$ cat src/rtl/tritone_tpu_mmio_bridge_pkg.sv
// Shared ternary types, trit codes, SoC address map and the trit decode helper.
// Latency: n/a (types, constants and a pure function).
// Backpressure: n/a.
package tritone_tpu_mmio_bridge_pkg;

   localparam int TRIT_WIDTH     = 27;
   localparam int ADDR_TRITS     = 9;
   localparam int ACC_W          = 45;
   localparam int DMEM_BASE      = 32'h0200;
   localparam int TPU_REG_BASE   = 32'h1000;
   localparam int TPU_MEM_BASE   = 32'h2000;
   localparam int TIMEOUT_CYCLES = 64;

   // Two-bit trit code; 2'b11 is the one invalid encoding.
   typedef logic [1:0] trit_t;
   localparam trit_t T_ZERO = 2'b00;
   localparam trit_t T_POS  = 2'b01;
   localparam trit_t T_NEG  = 2'b10;

   typedef trit_t [TRIT_WIDTH-1:0] tword_t;
   typedef trit_t [ADDR_TRITS-1:0] taddr_t;

   typedef struct packed {
      logic signed [1:0] val;
      logic              ok;
   } tval_t;

   typedef enum logic [2:0] {S_IDLE, S_CONV, S_ISSUE, S_RCONV, S_RESP} state_t;
   typedef enum logic {M_T2B, M_B2T} conv_mode_t;

   // Numeric value of one trit; invalid code decodes as 0 with ok cleared.
   function automatic tval_t trit_value(input trit_t t);
      tval_t r;
      r.ok = 1'b1;
      case (t)
         T_POS:   r.val = 2'sd1;
         T_NEG:   r.val = -2'sd1;
         T_ZERO:  r.val = 2'sd0;
         default: begin
            r.val = 2'sd0;
            r.ok  = 1'b0;
         end
      endcase
      return r;
   endfunction

endpackage

$ cat src/rtl/tritone_tpu_mmio_bridge_bt_serial_conv.sv
// Trit-serial balanced-ternary <-> binary converter shared by both directions.
// Latency: TRIT_WIDTH cycles after start; done is high in the last working cycle.
// Backpressure: none; start is only issued by the FSM when the converter is idle.
module tritone_tpu_mmio_bridge_bt_serial_conv
   import tritone_tpu_mmio_bridge_pkg::*;
(
   input  logic                    clk,
   input  logic                    rst,
   input  logic                    start,
   input  conv_mode_t              mode,
   input  tword_t                  load_word,
   input  logic [31:0]             load_int,
   output logic                    done,
   output logic                    invalid,
   output logic signed [ACC_W-1:0] acc,
   output tword_t                  word
);

   localparam logic signed [ACC_W-1:0] THREE = ACC_W'(3);

   logic                    active_q, active_d;
   conv_mode_t              mode_q, mode_d;
   logic [4:0]              cnt_q, cnt_d;
   logic signed [ACC_W-1:0] acc_q, acc_d;
   tword_t                  shift_q, shift_d;
   logic                    inv_q, inv_d;

   tval_t                   msb_v;
   logic signed [ACC_W-1:0] msb_ext, rem, out_ext;
   trit_t                   out_t;

   assign done    = active_q && (cnt_q == 5'(TRIT_WIDTH-1));
   assign invalid = inv_q | (active_q && (mode_q == M_T2B) && !msb_v.ok);
   assign acc     = acc_q;
   assign word    = shift_q;

   // Per-cycle digit: MSB trit value (to binary) or floored residue digit (to ternary).
   always_comb begin
      msb_v   = trit_value(shift_q[TRIT_WIDTH-1]);
      msb_ext = ACC_W'(msb_v.val);
      rem     = acc_q % THREE;
      case (rem[2:0])
         3'b001, 3'b110: begin out_t = T_POS; out_ext = ACC_W'(1);  end
         3'b010, 3'b111: begin out_t = T_NEG; out_ext = -ACC_W'(1); end
         default:        begin out_t = T_ZERO; out_ext = '0;        end
      endcase
   end

   // Load on start, then one Horner step or one residue step per cycle.
   always_comb begin
      active_d = active_q;
      mode_d   = mode_q;
      cnt_d    = cnt_q;
      acc_d    = acc_q;
      shift_d  = shift_q;
      inv_d    = inv_q;
      if (start) begin
         active_d = 1'b1;
         mode_d   = mode;
         cnt_d    = '0;
         inv_d    = 1'b0;
         if (mode == M_T2B) begin
            acc_d   = '0;
            shift_d = load_word;
         end else begin
            acc_d   = ACC_W'($signed(load_int));
            shift_d = '0;
         end
      end else if (active_q) begin
         cnt_d = cnt_q + 5'd1;
         if (done) active_d = 1'b0;
         if (mode_q == M_T2B) begin
            acc_d   = acc_q * THREE + msb_ext;
            shift_d = {shift_q[TRIT_WIDTH-2:0], T_ZERO};
            inv_d   = inv_q | ~msb_v.ok;
         end else begin
            acc_d   = (acc_q - out_ext) / THREE;
            shift_d = {out_t, shift_q[TRIT_WIDTH-1:1]};
         end
      end
   end

   // Converter state registers.
   always_ff @(posedge clk or posedge rst) begin
      if (rst) begin
         active_q <= 1'b0;
         mode_q   <= M_T2B;
         cnt_q    <= '0;
         acc_q    <= '0;
         shift_q  <= '0;
         inv_q    <= 1'b0;
      end else begin
         active_q <= active_d;
         mode_q   <= mode_d;
         cnt_q    <= cnt_d;
         acc_q    <= acc_d;
         shift_q  <= shift_d;
         inv_q    <= inv_d;
      end
   end

endmodule

$ cat src/rtl/tritone_tpu_mmio_bridge.sv
// Ternary CPU data port to TPU 32-bit register bus bridge with address decode and timeout.
// Latency: 29 cycles accept->rsp for reads and writes with ready high; 1 cycle for decode errors.
// Backpressure: req_ready only in IDLE; waits on tpu_ready up to TIMEOUT_CYCLES; no rsp stall.
module tritone_tpu_mmio_bridge
   import tritone_tpu_mmio_bridge_pkg::*;
#(
   parameter int DMEM_BASE_P      = DMEM_BASE,
   parameter int TPU_REG_BASE_P   = TPU_REG_BASE,
   parameter int TPU_MEM_BASE_P   = TPU_MEM_BASE,
   parameter int TIMEOUT_CYCLES_P = TIMEOUT_CYCLES
) (
   input  logic        clk,
   input  logic        rst,
   input  logic        req_valid,
   input  logic        req_we,
   input  taddr_t      req_addr,
   input  tword_t      req_wdata,
   output logic        req_ready,
   output logic        busy,
   output logic        rsp_valid,
   output tword_t      rsp_rdata,
   output logic        rsp_err,
   output logic        rsp_sat,
   output logic        tpu_sel,
   output logic        tpu_wen,
   output logic        tpu_ren,
   output logic [31:0] tpu_addr,
   output logic [31:0] tpu_wdata,
   input  logic [31:0] tpu_rdata,
   input  logic        tpu_ready
);

   state_t      state_q, state_d;
   logic        we_q, we_d;
   logic        err_q, err_d;
   logic [31:0] addr_q, addr_d;
   logic [15:0] tmo_q, tmo_d;

   logic signed [31:0] lin, pos;
   logic               addr_ok, in_win;
   tval_t              atv;

   logic                    conv_start, conv_done, conv_invalid;
   conv_mode_t              conv_mode;
   logic signed [ACC_W-1:0] conv_acc;
   tword_t                  conv_word;
   logic                    sat_hi, sat_lo;
   logic [31:0]             wdata_clamped;

   tritone_tpu_mmio_bridge_bt_serial_conv u_conv (
      .clk       (clk),
      .rst       (rst),
      .start     (conv_start),
      .mode      (conv_mode),
      .load_word (req_wdata),
      .load_int  (tpu_rdata),
      .done      (conv_done),
      .invalid   (conv_invalid),
      .acc       (conv_acc),
      .word      (conv_word)
   );

   // Decode the balanced-ternary address into the linear SoC map and window-check it.
   always_comb begin
      pos     = '0;
      addr_ok = 1'b1;
      for (int i = ADDR_TRITS-1; i >= 0; i--) begin
         atv     = trit_value(req_addr[i]);
         pos     = pos * 3 + 32'(atv.val);
         addr_ok = addr_ok & atv.ok;
      end
      lin    = DMEM_BASE_P + pos;
      in_win = addr_ok && (lin >= TPU_REG_BASE_P) && (lin < TPU_MEM_BASE_P);
   end

   // Saturate the 45-bit converted write value into int32.
   always_comb begin
      sat_hi = ~conv_acc[ACC_W-1] & (|conv_acc[ACC_W-2:31]);
      sat_lo =  conv_acc[ACC_W-1] & ~(&conv_acc[ACC_W-2:31]);
      if (sat_hi)      wdata_clamped = 32'h7FFF_FFFF;
      else if (sat_lo) wdata_clamped = 32'h8000_0000;
      else             wdata_clamped = conv_acc[31:0];
   end

   // State and transaction context registers.
   always_ff @(posedge clk or posedge rst) begin
      if (rst) begin
         state_q <= S_IDLE;
         we_q    <= 1'b0;
         err_q   <= 1'b0;
         addr_q  <= '0;
         tmo_q   <= '0;
      end else begin
         state_q <= state_d;
         we_q    <= we_d;
         err_q   <= err_d;
         addr_q  <= addr_d;
         tmo_q   <= tmo_d;
      end
   end

   // Next-state logic, converter kick-off and timeout counting.
   always_comb begin
      state_d    = state_q;
      we_d       = we_q;
      err_d      = err_q;
      addr_d     = addr_q;
      tmo_d      = tmo_q;
      conv_start = 1'b0;
      conv_mode  = M_T2B;
      case (state_q)
         S_IDLE: begin
            if (req_valid) begin
               we_d   = req_we;
               err_d  = ~in_win;
               addr_d = 32'(lin - TPU_REG_BASE_P);
               tmo_d  = '0;
               if (!in_win) begin
                  state_d = S_RESP;
               end else if (req_we) begin
                  state_d    = S_CONV;
                  conv_start = 1'b1;
               end else begin
                  state_d = S_ISSUE;
               end
            end
         end
         S_CONV: begin
            if (conv_done) begin
               if (conv_invalid) begin
                  err_d   = 1'b1;
                  state_d = S_RESP;
               end else begin
                  state_d = S_ISSUE;
               end
            end
         end
         S_ISSUE: begin
            if (tpu_ready) begin
               if (we_q) begin
                  state_d = S_RESP;
               end else begin
                  state_d    = S_RCONV;
                  conv_start = 1'b1;
                  conv_mode  = M_B2T;
               end
            end else if (tmo_q == 16'(TIMEOUT_CYCLES_P-1)) begin
               err_d   = 1'b1;
               state_d = S_RESP;
            end else begin
               tmo_d = tmo_q + 16'd1;
            end
         end
         S_RCONV: if (conv_done) state_d = S_RESP;
         S_RESP:  state_d = S_IDLE;
         default: state_d = S_IDLE;
      endcase
   end

   // Outputs decoded from state so reset clears them asynchronously.
   always_comb begin
      req_ready = (state_q == S_IDLE);
      busy      = (state_q != S_IDLE);
      tpu_sel   = (state_q == S_ISSUE);
      tpu_wen   = (state_q == S_ISSUE) &  we_q;
      tpu_ren   = (state_q == S_ISSUE) & ~we_q;
      tpu_addr  = (state_q == S_ISSUE) ? addr_q : '0;
      tpu_wdata = ((state_q == S_ISSUE) && we_q) ? wdata_clamped : '0;
      rsp_valid = (state_q == S_RESP);
      rsp_err   = (state_q == S_RESP) & err_q;
      rsp_sat   = (state_q == S_RESP) & we_q & ~err_q & (sat_hi | sat_lo);
      rsp_rdata = ((state_q == S_RESP) && !we_q && !err_q) ? conv_word : '0;
   end

endmodule

$ cat config.mk
export PLATFORM = sky130hd
export DESIGN_NAME = tritone_tpu_mmio_bridge
export DESIGN_NICKNAME = d
export VERILOG_FILES = /design/src/rtl/tritone_tpu_mmio_bridge_pkg.sv /design/src/rtl/tritone_tpu_mmio_bridge_bt_serial_conv.sv /design/src/rtl/tritone_tpu_mmio_bridge.sv
export SDC_FILE = /design/constraint.sdc
export NUM_CORES = 2
export LEC_CHECK = 0
export CAP_MARGIN = 25
export CORE_MARGIN = 4
export CORE_UTILIZATION = 32
export DETAILED_ROUTE_END_ITERATION = 6
export GPL_ROUTABILITY_DRIVEN = 0
export GPL_TIMING_DRIVEN = 0
export HOLD_SLACK_MARGIN = 0.05
export PLACE_DENSITY = 0.57
export SYNTH_ARGS = -nofsm -noshare
export SYNTH_HDL_FRONTEND = slang
export SYNTH_SLANG_ARGS = --single-unit
$ cat constraint.sdc
create_clock -name clk -period 40.3 [get_ports clk]
set_clock_uncertainty 0.1 [all_clocks]
set_input_delay 8.06 -clock clk [delete_from_list [all_inputs] [get_ports clk]]
set_output_delay 8.06 -clock clk [all_outputs]
set_load 0.01 [all_outputs]
==> flow_summary.yaml <==
detailed_routing:
  vias: 39420
  ant_nets: 0
  dr.pass1.iters: 7
  routedWlPerCell_um: 18.0
  first_iter_violations: 2961
  wl_um: 133000
  drc_errors: 1
  viasPerCell: 5.32
sta:
  tightest_slew_ns: 1.12
  setup_viol: 0
  fin_crit_sh_pct: 94.7
  hold_viol: 0
  report.final.slew_viol_count: 0
  max_freq_mhz: 26.2
  relSlewSlack_pct: 25.6
  period_needed_ns: 38.17
logic_synthesis:
  syn-num-nets: 6252
  synth_warnings: 0
  synth_top_cell_by_area: "ha_1"
  synth_seq_cells: 160
  synth_edf_count: 0
  synth_ff_type: "dfrtp_1"
  synthAdderAreaFrac_pct: 24.8
  yosysTopAreaCellShare_pct: 16.5
  synth_area_leaders: "ha_1 (16%), dfrtp_1 (10%), inv_1 (8.4%)"
  synth-compound-area-share_pct: 24.3
  ys_seq_area_share_pct: 9.97
  syn_area_um2: 40100
  synth_cell_types: 134
  synth-simple-area-share_pct: 18.3
  synth_area_per_cell_um2: 7.37
  syn_inst: 5449
  synth_top_family_by_area: "adder cells"
  synth_mux_area_share_pct: 2.89
  async_reset_ff_share_pct: 100
  synth-xor-area-share_pct: 9.32
worst_setup_path:
  slowest_delay_ns: 0.66
  worstPathMaxFanout: 11
  crit_slowest_cell: "or4_4"
  path_buf_inv: 20
  cp_data_required_time_ns: 40.57
  endpoint_kind: "register"
  start_kind: "register"
  crit_arrival_ns: 38.44
  cpMostUsedCell: "buf_4"
  crit_type: "register to register"
  path_delay_family: "compound AO/OA/AOI/OAI gates"
worst_hold_path:
  hp-class: "register to register"
floorplanning:
  std_cell_rows: 129
  core_um2: 124000
  start_util_pct: 32.3
  die_w_um: 362
  die-area_um2: 131000
  ioPinCount: 235
  dieHeight_um: 362
global_route:
  grt_pass1_vias: 36805
  track_usage_pct: 19.5
  grt_max_degree: 104
  antenna_found_initial: 6
  gr-total-overflow: 0
  grt_pass1_wl_um: 204000
clocking:
  h-tree-depth: 4
  numCtsBuffers: 17
  cts_hold_buf: 0
  cts_tree: "yes"
  clk_pin_slew_ns: 0.08
  root_buffer: "clkbuf_16"
  cts.sinks: 160
  clk_latency_ns: 0.52
  clockBufferDepth: 2
placement:
  port_buffers: 234
  dpl_cell_area_um2: 44800
  detailed_place_hpwl_um: 111000
cells_and_area:
  post-route-cell-area_um2: 46600
  syn_to_final_growth_pct: 16.0
  fillCellCount: 13027
  final-seq-area_um2: 4010
  drive_above_1_share_pct: 6.53
  nets: 6561
  multiInputGateArea_um2: 32800
outcome:
  violations: "DRC"
  status: "finished with violations"
run:
  maxCapViolations: 0
worst reg2reg max path, delay by kind of cell (launching register included):
| kind | cells | cell delay, ns |
|---|---|---|
| AO/OA/AOI/OAI | 86 | 20.26 |
| buffers and inverters | 20 | 3.84 |
| adder cells (fa/ha/maj) | 8 | 1.89 |
| XOR/XNOR | 4 | 0.68 |
| multiplexers | 3 | 0.37 |
| AND/OR/NAND/NOR | 44 | 10.34 |
| flip-flops | 1 | 0.48 |
metal layers:
layer,track usage [%],vias up,part of all wire (%),wire [um]
met5,0,-,0.0053,7
met4,6.25,2,3.1,4150
met2,31.8,1256,45,59800
met1,26.2,18608,45,60000
li1,-,19377,-,-
met3,3.26,177,7.0,9380
path summary, 6_finish.rpt:
kind | startpoint | end | slack, ns | depth (start not counted)
worst min-delay path | addr_q[1]$_DFFE_PP0P_ | addr_q[1]$_DFFE_PP0P_ | 0.38 | 2
worst min register to register | addr_q[1]$_DFFE_PP0P_ | addr_q[1]$_DFFE_PP0P_ | 0.38 | 2
worst max register to register | u_conv.acc[0]$_DFFE_PP0P_ | u_conv.acc[36]$_DFFE_PP0P_ | 2.13 | 165
worst max-delay path | u_conv.acc[0]$_DFFE_PP0P_ | u_conv.acc[36]$_DFFE_PP0P_ | 2.13 | 165
max in group asynchronous | rst | addr_q[31]$_DFFE_PP0P_ | 31.20 | 3
min in group asynchronous | rst | u_conv.acc[43]$_DFFE_PP0P_ | 7.95 | 2
registers in the layout (all words and copies together), names as in the netlist:
register         cells
u_conv.word         54
u_conv.acc          45
addr_q              32
tmo_q               16
u_conv.cnt_q         5
state_q              3
err_q                1
u_conv.active_q      1
u_conv.inv_q         1
u_conv.mode_q        1
we_q                 1
placed cells by master (no fill, tap or decap), drive strengths merged, types with 20 or more instances in the layout:
master,count
xor2,124
nand4,40
o211ai,39
mux2i,96
or2,24
a22oi,21
o21bai,100
nand2,396
fa,165
nor4,47
dfrtp,160
o41ai,27
and2,82
clkbuf,152
xnor2,298
nand2b,42
or3,52
nor3,111
clkdlybuf4s50,234
o22ai,23
o21a,39
nor2b,21
a21boi,37
a211oi,46
o31ai,31
nor2,530
and3,57
inv,909
nand3,99
a31oi,43
a221oi,29
a21oi,448
a21o,36
o21ai,287
buf,108
o221ai,20
ha,529
kinds of logic after synthesis:
kind of cell               count (synthesis)
DFF                                      160
adders and majority gates                697
xor gates and xnor gates                 423
and+or+nand+nor                         1548
AOI/OAI and AO/OA                       1422
buffers and inverters                   1087
muxes                                    112
timing repair:
action / CTS / global route
buffers inserted: 9 / 25
gates cloned: 0 / 1
pin swaps: 8 / 30
resized for setup: 30 / 162
setup endpoints to repair: 45 / 45
stage by stage:
step | setup TNS, ns | utilization, % | setup WS, ns | hold slack, ns | std cells
2_1_floorplan | 0 | - | 5.47 | 0.338 | 5449
3_3_place_gp | -139.92 | 35.9 | -4.11 | 0.355 | 7320
5_1_grt | -0.210 | 37.5 | -0.135 | 0.401 | 7409
4_1_cts | 0 | 36.8 | 0.0205 | 0.380 | 7379
6_report | 0 | 37.5 | 2.13 | 0.378 | 7409
3_5_place_dp | -86.62 | 36.1 | -2.92 | 0.361 | 7338
cell usage after synthesis, drive strengths merged (27+ instances only):
master,count
a211oi,46
a21boi,37
a21o,36
a21oi,448
a221oi,29
a31oi,43
and2,82
and3,57
buf,53
clkbuf,133
dfrtp,160
fa,165
ha,529
inv,899
mux2i,96
nand2,396
nand2b,41
nand3,99
nand4,40
nor2,530
nor3,111
nor4,47
o211ai,39
o21a,39
o21ai,287
o21bai,100
o31ai,31
o41ai,27
or3,52
xnor2,298
xor2,124
cell type report:
class | count | share of cell area, %
well taps | 1637 | 4.40
plain buffers | 184 | 1.72
multi-input cells | 4203 | 70.4
repair buffers | 291 | 6.34
clock buffers | 19 | 0.929
clock inverters | 13 | 0.306
diodes | 1 | 0.00537
inverters | 901 | 7.29
flip-flops and latches | 160 | 8.60
Power is left out: the tool's default activity adds up to more than one toggle a clock period on the data nets, which glitch-free logic cannot reach.
